`src/rtl/piso_serializer.sv`:
```
// piso_serializer: parameterised parallel-in/serial-out serializer with valid/ready load and gapless back-to-back words
module piso_serializer #(
  parameter int WIDTH = 8,
  parameter int LSB_FIRST = 0,
  parameter logic IDLE_LEVEL = 1'b0
) (
  input  logic             clk,
  input  logic             rst,
  input  logic             load_valid,
  output logic             load_ready,
  input  logic [WIDTH-1:0] parallel_in,
  input  logic             shift_en,
  output logic             serial_out,
  output logic             serial_valid,
  output logic             busy,
  output logic             done
);
  localparam int CW = $clog2(WIDTH);
  typedef enum logic {IDLE, SHIFT} state_t;
  state_t           r_state;
  logic [WIDTH-1:0] r_shift;
  logic [CW-1:0]    r_cnt;
  logic             r_done;
  logic             w_last;
  logic             w_accept;
  logic             w_bit;
  // final strobe of a word opens the load window so the next word follows with no gap
  always_comb begin
    w_last     = r_state == SHIFT && shift_en && r_cnt == CW'(WIDTH - 1);
    load_ready = !rst && (r_state == IDLE || w_last);
    w_accept   = load_valid && load_ready;
    w_bit      = LSB_FIRST != 0 ? r_shift[0] : r_shift[WIDTH-1];
  end
  assign busy         = r_state == SHIFT;
  assign serial_valid = busy;
  assign serial_out   = busy ? w_bit : IDLE_LEVEL;
  assign done         = r_done;
  // load, shift toward the output end with zero fill, and pulse done once the last bit retires
  always_ff @(posedge clk) begin
    if (rst) begin
      r_state <= IDLE;
      r_shift <= '0;
      r_cnt   <= '0;
      r_done  <= 1'b0;
    end else begin
      r_done <= w_last;
      if (w_accept) begin
        r_state <= SHIFT;
        r_shift <= parallel_in;
        r_cnt   <= '0;
      end else if (w_last) begin
        r_state <= IDLE;
        r_shift <= '0;
        r_cnt   <= '0;
      end else if (r_state == SHIFT && shift_en) begin
        r_shift <= LSB_FIRST != 0 ? r_shift >> 1 : r_shift << 1;
        r_cnt   <= r_cnt + CW'(1);
      end
    end
  end
endmodule
```
`config.mk`:
```
export PLATFORM = sky130hd
export DESIGN_NAME = piso_serializer
export DESIGN_NICKNAME = d
export VERILOG_FILES = /design/src/rtl/piso_serializer.sv
export SDC_FILE = /design/constraint.sdc
export NUM_CORES = 1
export LEC_CHECK = 0
export BUFFER_PORTS_ARGS = -buffer_cell sky130_fd_sc_hd__buf_2
export CAP_MARGIN = 20
export CORE_MARGIN = 5
export CORE_UTILIZATION = 49
export DETAILED_ROUTE_END_ITERATION = 8
export PLACE_DENSITY_LB_ADDON = 0.08
export SLEW_MARGIN = 20
export SYNTH_ARGS = -nofsm -noshare
export SYNTH_HDL_FRONTEND = slang
export SYNTH_SLANG_ARGS = --single-unit
```
`constraint.sdc`:
```
create_clock -name clk -period 1.9 [get_ports clk]
set_clock_uncertainty 0.2 [all_clocks]
set_input_delay 0.095 -clock clk [delete_from_list [all_inputs] [get_ports clk]]
set_output_delay 0.095 -clock clk [all_outputs]
set_load 0.02 [all_outputs]
```
== Word-level counts from Yosys, hierarchy flattened ==
Index checks and enable logic that the tools add are counted.

* Register bits after elaboration: 13
* Bits of input ports: 12
* Output and inout port bits: 5
* Logic and storage cells: 22

* Add/sub/neg operators: 1
* Eq/ne operators: 1
* Multiplexer cells: 6
* Bitwise operators: 1
* Reduce and logical (&&, ||, !) cells: 9

{| class="wikitable"
|+ Operators with widths
! cell !! number
|-
| two-way mux 8 bit || 3
|-
| logical AND 1 bit || 4
|-
| adder 3 x 1 -> 3 bit (second input constant) || 1
|-
| == test 3 bit (second input constant) || 1
|-
| two-way mux 1 bit || 3
|-
| nonzero test 3 bit || 1
|-
| OR reduction 3 bit || 1
|-
| nonzero test 2 bit || 1
|-
| logical NOT 1 bit || 1
|-
| logical OR 1 bit || 1
|-
| NOT 1 bit || 1
|}

== Logic depth before layout (Yosys ltp) ==
Gate-level depths: netlist (run 1).

* Word-level depth: 6
* Gate-level depth with buffers: 6
* Gate-level depth less buffers: 5

== Worst setup path after synthesis (run 1) ==
Ideal clock, no wire load.

* Path type: flip-flop to flip-flop
* From: register r_cnt[0]
* To: register r_cnt[0]
* Setup time: 0.064 ns
* Arrival time: 1.276 ns
* Path slack: 0.360 ns
* Stages on the path, launching flop included: 6
* Clock period less this slack: 1.540 ns
* Cells stage by stage: dfxtp_1 ha_1 ha_1 buf_2 a221o_1 nor2_1

* Cells in the longest elaborated chain, start to end: 6
* Elaborated cells on any way between the ends: 7
* Those cells by class: add/sub (1); eq/ne (1); reduce/logical (5)

{| class="wikitable"
|+ Ends and longest elaborated chain
! what !! RTL line !! RTL
|-
| start, declared || 22 || <nowiki>logic [CW-1:0] r_cnt;</nowiki>
|-
| start signal, assigned || 57 || <nowiki>r_cnt <= r_cnt + CW'(1);</nowiki>
|-
| == test 3 bit || 29 || <nowiki>w_last = r_state == SHIFT && shift_en && r_cnt == CW'(WIDTH - 1);</nowiki>
|-
| logical AND 1 bit || 29 ||
|-
| logical OR 1 bit || 30 || <nowiki>load_ready = !rst && (r_state == IDLE || w_last);</nowiki>
|-
| logical AND 1 bit || 30 ||
|-
| logical AND 1 bit || 31 || <nowiki>w_accept = load_valid && load_ready;</nowiki>
|-
| OR reduction 3 bit (no source line) || -- ||
|}

Several ways; a longest one is shown, not always the timed one.
A chain may end at the register's enable or synchronous reset.

== Worst setup path in the final report (run 1) ==
* From: register r_cnt[0]
* To: register r_state (netlist: busy)

* Cells in the longest elaborated chain, start to end: 6
* Elaborated cells on any way between the ends: 7
* Those cells by class: eq/ne (1); mux (1); reduce/logical (5)

{| class="wikitable"
|+ Ends and longest elaborated chain
! what !! RTL line !! RTL
|-
| == test 3 bit * || 29 ||
|-
| logical AND 1 bit * || 29 ||
|-
| logical OR 1 bit || 30 ||
|-
| logical AND 1 bit || 30 ||
|-
| logical AND 1 bit || 31 ||
|-
| two-way mux 1 bit or nonzero test 2 bit (tied branches) || -- ||
|-
| end signal, assigned || 41 || <nowiki>r_state <= IDLE;</nowiki>
|-
| end signal, assigned || 48 || <nowiki>r_state <= SHIFT;</nowiki>
|-
| end signal, assigned || 52 || <nowiki>r_state <= IDLE;</nowiki>
|-
| end, declared || 20 || <nowiki>state_t r_state;</nowiki>
|}

Mark *: on every way between the ends. The rest lies on a longest branch, timed or not.

==> results.md, run 1 <==
* WL met1 at 630 µm
* Hold Crit Class: input pin to register
* Vias per std cell at 5.18
* Startpoint types: register
* Crit-path most repeated cell: nor2_1
* Placed Instances at 99
* Die Y at 46.2 µm
* Final hold violations at 0
* Met3 WL at 79 µm
* Skew-Pair Late Insertion Delay at 280 ps
* Clk slew on worst S/H paths at 90 ps
* Max incr delay on CP at 550 ps
* Antenna cells at 0
* Setup_tns at 0 ps
* Port Buffers at 16
* Sequential area share after synthesis at 0.405
* Layout cells sized above 1 at 0.263
* Filler Cell Count at 113
* GRT Overall Usage at 0.148
* Syn_area_per_cell at 9.17 µm²
* Min Tclk post-route at 1820 ps
* GR Overflow Total at 0
* Initial drt markers at 7
* Chip width at 46.2 µm
* Vias in the first global route at 517
* RePlAce Congestion at 0.717
* Synth unique cells at 21
* Final ANT Viol Nets at 0
* CTS tree: yes
* Via count at 590
* Highest metal used: met4
* Most frequent cells in the layout: 16 x buf_2, 13 x dfxtp_1, 11 x dlygate4sd3_1, 9 x nor2_1, 8 x inv_1
* Metal2 WL at 655 µm
* Max_cap viols at 0
* Non-Filler Instances at 114
* IO Pins at 17
* Worst-margin pin slew at 454 ps
* Mapped cell area at 642 µm²
* Initial core utilization at 0.506
* Worst path bufs/invs at 1
* Clock tree buffer depth at 2
* Status: complete, no violations
* Synthesized flop and latch total at 13
* Final setup viols at 0
* Lkg Pwr at 0.419 nW
* Post-synth top area share at 0.405
* Core Rows at 13
* Delay-heaviest family, CP: buffers and inverters
* Sink Count at 13
* Final #Nets at 114
* Req. time, crit path at 1870 ps
* Root Driver: clkbuf_4
* Drt pass-1 iters at 4
* RSZ-0062 raised after global routing: false
* First-pass GRT wire length at 2210 µm
* TritonCTS buffer count at 3
* Max-slew violation count at 0
* Ranking of synthesized cells by area: dfxtp_1 41%, o211a_1 11%, o211ai_1 7.0%
* Core area at 1270 µm²
* Largest net degree at the start of global routing at 13
* Synth warnings at 0
* Die footprint at 2130 µm²
* Crit-path slowest cell: dlygate4sd3_1
* Crit path kind: register to register
* Worst EP arrival at 1790 ps
* Commonest non-fill, non-tap cell in the layout: buf_2
* Relative slew slack at 0.692
* Hpwl dp at 907 µm
* Residual DRC at 0
* R2r setup slk at 80 ps
* PD cells at 680 nW/µm²
* Crit path max fanout at 7
* H-tree depth at 1
* Cell taking the most area after synthesis: dfxtp_1
* Critical path cell sequence: ha_1 -> ha_2 -> a21boi_2 -> nor2_1 -> nor2_1 -> dlygate4sd3_1
* Max Clock Freq at 549 MHz
* Maximum vdd ir drop at 470 µV
* Area Growth Syn to Fin at 34.9%
* Initial antenna violation count at 0
* Critical path endpoint category: register
* Drt total wl at 1380 µm
* WL/cell at 12.1 µm
* Cells after Synth at 70
* Final period util at 0.959
* Syn nets at 84
worst reg2reg max path, cell delays in order, from the launching register on:
cell	delay [ps]
dfxtp_1	350
ha_1	160
ha_2	250
a21boi_2	80
nor2_1	90
nor2_1	40
dlygate4sd3_1	550
cell families after synthesis:
logic type	after synthesis	synth area share
muxes	3	0.0526
AOI/OAI and AO/OA	24	0.296
adders and majority gates	2	0.0390
DFF	13	0.405
xor gates and xnor gates	1	0.0136
and+or+nand+nor	15	0.101
buffers and inverters	12	0.0916
through the flow:
stage	cell area (µm²)	total power [mW]	utilization	setup WS, ps	hold slack, ps
floorplan	642	0.372	-	360	15.7
global placement	727	0.397	0.573	247	136
detailed placement	727	0.398	0.573	202	141
CTS	863	0.594	0.680	15.2	70.7
global route	866	0.617	0.682	5.57	110
finish	866	0.589	0.682	78.1	67.2
Yosys cell counts:
cell / instances
buf_4: 1
buf_6: 1
nand2_1: 3
nor2_1: 9
a221o_1: 1
mux2i_2: 1
a21oi_1: 7
buf_2: 2
a21boi_2: 1
o211a_1: 7
and2_4: 1
ha_1: 2
a21bo_2: 1
xnor2_1: 1
nand3_1: 1
o211ai_1: 6
a32oi_1: 1
inv_1: 8
mux2i_1: 2
nand2b_1: 1
dfxtp_1: 13
area by class of cell:
cell class | count | area (µm²) | area share
inverter | 8 | 30.0 | 0.0347
timing repair buffer | 29 | 205 | 0.237
multi-input combinational | 45 | 325 | 0.376
clock buffer | 4 | 26.3 | 0.0303
tap | 15 | 18.8 | 0.0217
sequential | 13 | 260 | 0.301
registers in the layout, indices dropped and copies added, names as in the netlist:
signal   cells
busy         1
done         1
r_cnt        3
r_shift      8
path summary, 6_finish.rpt:
kind                    from         end  cells after the start
hold / removal      shift_en  r_shift[0]                      4
setup / recovery    r_cnt[0]        busy                      6
hold reg to reg   r_shift[0]  r_shift[0]                      2
setup reg to reg    r_cnt[0]        busy                      6
routing by layer:
| metal | global-route usage | vias to the layer above |
|---|---|---|
| li1 | - | 307 |
| met1 | 0.177 | 269 |
| met2 | 0.225 | 12 |
| met3 | 0.0352 | 2 |
| met4 | 0.108 | 0 |
| met5 | 0 | - |
power breakdown:
| part | internal (mW) | leakage (nW) | switching (mW) | total (mW) |
|---|---|---|---|---|
| registers | 0.290 | 0.107 | 0.00760 | 0.298 |
| logic | 0.0583 | 0.296 | 0.0537 | 0.112 |
| clock network | 0.0815 | 0.0150 | 0.0980 | 0.180 |
timing repair:
action                                 in CTS  in global routing
endpoints found under the hold margin      10                  0
hold buffers                               11                  0
buffers inserted                            0                  0
gates resized for setup                     0                  1
setup endpoints to repair                   0                  1
No activity file was read; power rests on OpenSTA's default activity.
==> run 2: changes to the inputs <==
--- a/config.mk
+++ b/config.mk
@@ -10,7 +10,7 @@
 export CORE_MARGIN = 5
 export CORE_UTILIZATION = 49
 export DETAILED_ROUTE_END_ITERATION = 8
-export PLACE_DENSITY_LB_ADDON = 0.08
+export PLACE_DENSITY = 0.77
 export SLEW_MARGIN = 20
 export SYNTH_ARGS = -nofsm -noshare
 export SYNTH_HDL_FRONTEND = slang
==> results.md, run 2 (synthesis gave the netlist of run 1 again) <==
* Final ANT Viol Nets at 0 (unchanged)
* Die Y at 46.2 µm (unchanged)
* Lkg Pwr at 0.407 nW (-2.8%)
* Max_cap viols at 0 (unchanged)
* Area Growth Syn to Fin at 32.6%
* Relative slew slack at 0.697 (+0.00543)
* Crit path max fanout at 12 (+5)
* Crit path kind: register to output port
* Hpwl dp at 862 µm (-4.9%)
* Biggest register: r_shift
* Power Total at 0.579 mW (-1.7%)
* Commonest non-fill, non-tap cell in the layout: buf_2
* Drt total wl at 1290 µm (-6.5%)
* PD cells at 681 nW/µm² (about the same)
* Final period util at 0.900 (-0.0591)
* Port Buffers at 16 (unchanged)
* Worst EP arrival at 1410 ps (-380 ps)
* H-tree depth at 1 (unchanged)
* Number of flip-flops in the largest register at 8 (unchanged)
* CTS tree: yes
* Via count at 597 (+1.2%)
* Vias in the first global route at 541 (+4.6%)
* RSZ-0062 raised after global routing: false
* Skew-Pair Late Insertion Delay at 270 ps (about the same)
* Clock tree buffer depth at 2 (unchanged)
* Crit-path slowest cell: dfxtp_1
* Layout cells sized above 1 at 0.247 (-0.0152)
* Req. time, crit path at 1600 ps (-270 ps)
* Final Util at 0.671 (-0.0118)
* Min Tclk post-route at 1710 ps (-112 ps)
* Core area at 1270 µm² (unchanged)
* Startpoint types: register
* Max Clock Freq at 585 MHz (+6.6%)
* Hold Crit Class: register to register
* Max-slew violation count at 0 (unchanged)
* Initial core utilization at 0.506 (unchanged)
* Maximum vdd ir drop at 403 µV (-14%)
* RePlAce Congestion at 0.714 (-0.43%)
* Critical path endpoint category: output port
* Status: complete, no violations
* Core Rows at 13 (unchanged)
* GR Overflow Total at 0 (unchanged)
* Clk slew on worst S/H paths at 80 ps (about the same)
* IO Pins at 17 (unchanged)
* Chip width at 46.2 µm (unchanged)
* Top flop regs: r_shift x8, r_cnt x3
* Worst-margin pin slew at 446 ps (-7.98 ps)
* Root Driver: clkbuf_4
* Vias per std cell at 5.33 (+3.0%)
* Residual DRC at 0 (unchanged)
* Initial antenna violation count at 0 (unchanged)
* Final hold violations at 0 (unchanged)
* First-pass GRT wire length at 2210 µm (+0.27%)
* Die footprint at 2130 µm² (unchanged)
* Critical path cell sequence: ha_1 -> ha_2 -> a21boi_2 -> nor2_1 -> buf_2
* GRT Overall Usage at 0.141 (-0.00601)
* WL/cell at 11.5 µm (-4.8%)
* Setup_tns at 0 ps (unchanged)
* Final #Nets at 112 (-1.8%)
* Sink Count at 13 (unchanged)
* Max incr delay on CP at 360 ps (-190 ps)
* Largest net degree at the start of global routing at 13 (unchanged)
* Initial drt markers at 9 (+2)
* TritonCTS buffer count at 3 (unchanged)
* Antenna cells at 0 (unchanged)
* Drt pass-1 iters at 4 (unchanged)
* Most frequent cells in the layout: 16 x buf_2, 13 x dfxtp_1, 11 x dlygate4sd3_1, 9 x nor2_1, 8 x inv_1
* Final setup viols at 0 (unchanged)
run 2: cell count changes in the layout (fill, tap and decap cells not counted):
| cell | before | now |
|---|---|---|
| buf_4 | 2 | 0 |
run 2: report_power, final:
part           internal (mW)  total [mW]  switching [mW]
Sequential             0.290       0.297         0.00726
Combinational         0.0580       0.111          0.0534
Clock                 0.0813       0.171          0.0893
Total                  0.429       0.579           0.150
run 2: through the flow:
stage	cells	setup slack (ps)	cell area [µm²]	hold WS, ps
finish	112	190	851	297
CTS	112	66.0	848	296
global route	112	51.4	851	346
floorplan	70	360	642	15.7
detailed placement	97	83.5	712	141
global placement	97	135	712	136
run 2: area by class of cell:
cell class | instances | area, µm²
well taps | 15 | 18.8
flip-flops and latches | 13 | 260
repair buffers | 27 | 190
clock buffers | 4 | 26.3
inverters | 8 | 30.0
fillers | 108 | 418
multi-input cells | 45 | 325
run 2: timing repair:
action                     4_1_cts  5_1_grt
gates resized for setup          0        1
hold endpoints to repair        10        0
buffers inserted                 0        0
setup endpoints to repair        0        8
hold buffers                    11        0
run 2: critical path, delay by kind of cell, from the launching register on:
family,cells,cell delay [ps]
simple gates,1,80
compound gates,1,90
buf+inv,1,160
fa+ha+maj,2,460
flops,1,360
run 2: worst paths after layout:
path,start,to,slack (ps),depth (start not counted)
max,r_cnt[0],load_ready,190,5
min,r_shift[0],r_shift[0],300,2
max reg2reg,r_cnt[0],r_shift[7],210,5
min reg2reg,r_shift[0],r_shift[0],300,2
run 2: metal layers:
metal | wire length (µm) | vias up | GRT usage
met4 | 6 | 0 | 0.0511
met5 | 0 | - | 0
li1 | - | 301 | -
met3 | 100 | 2 | 0.0352
met2 | 598 | 20 | 0.209
met1 | 586 | 274 | 0.197
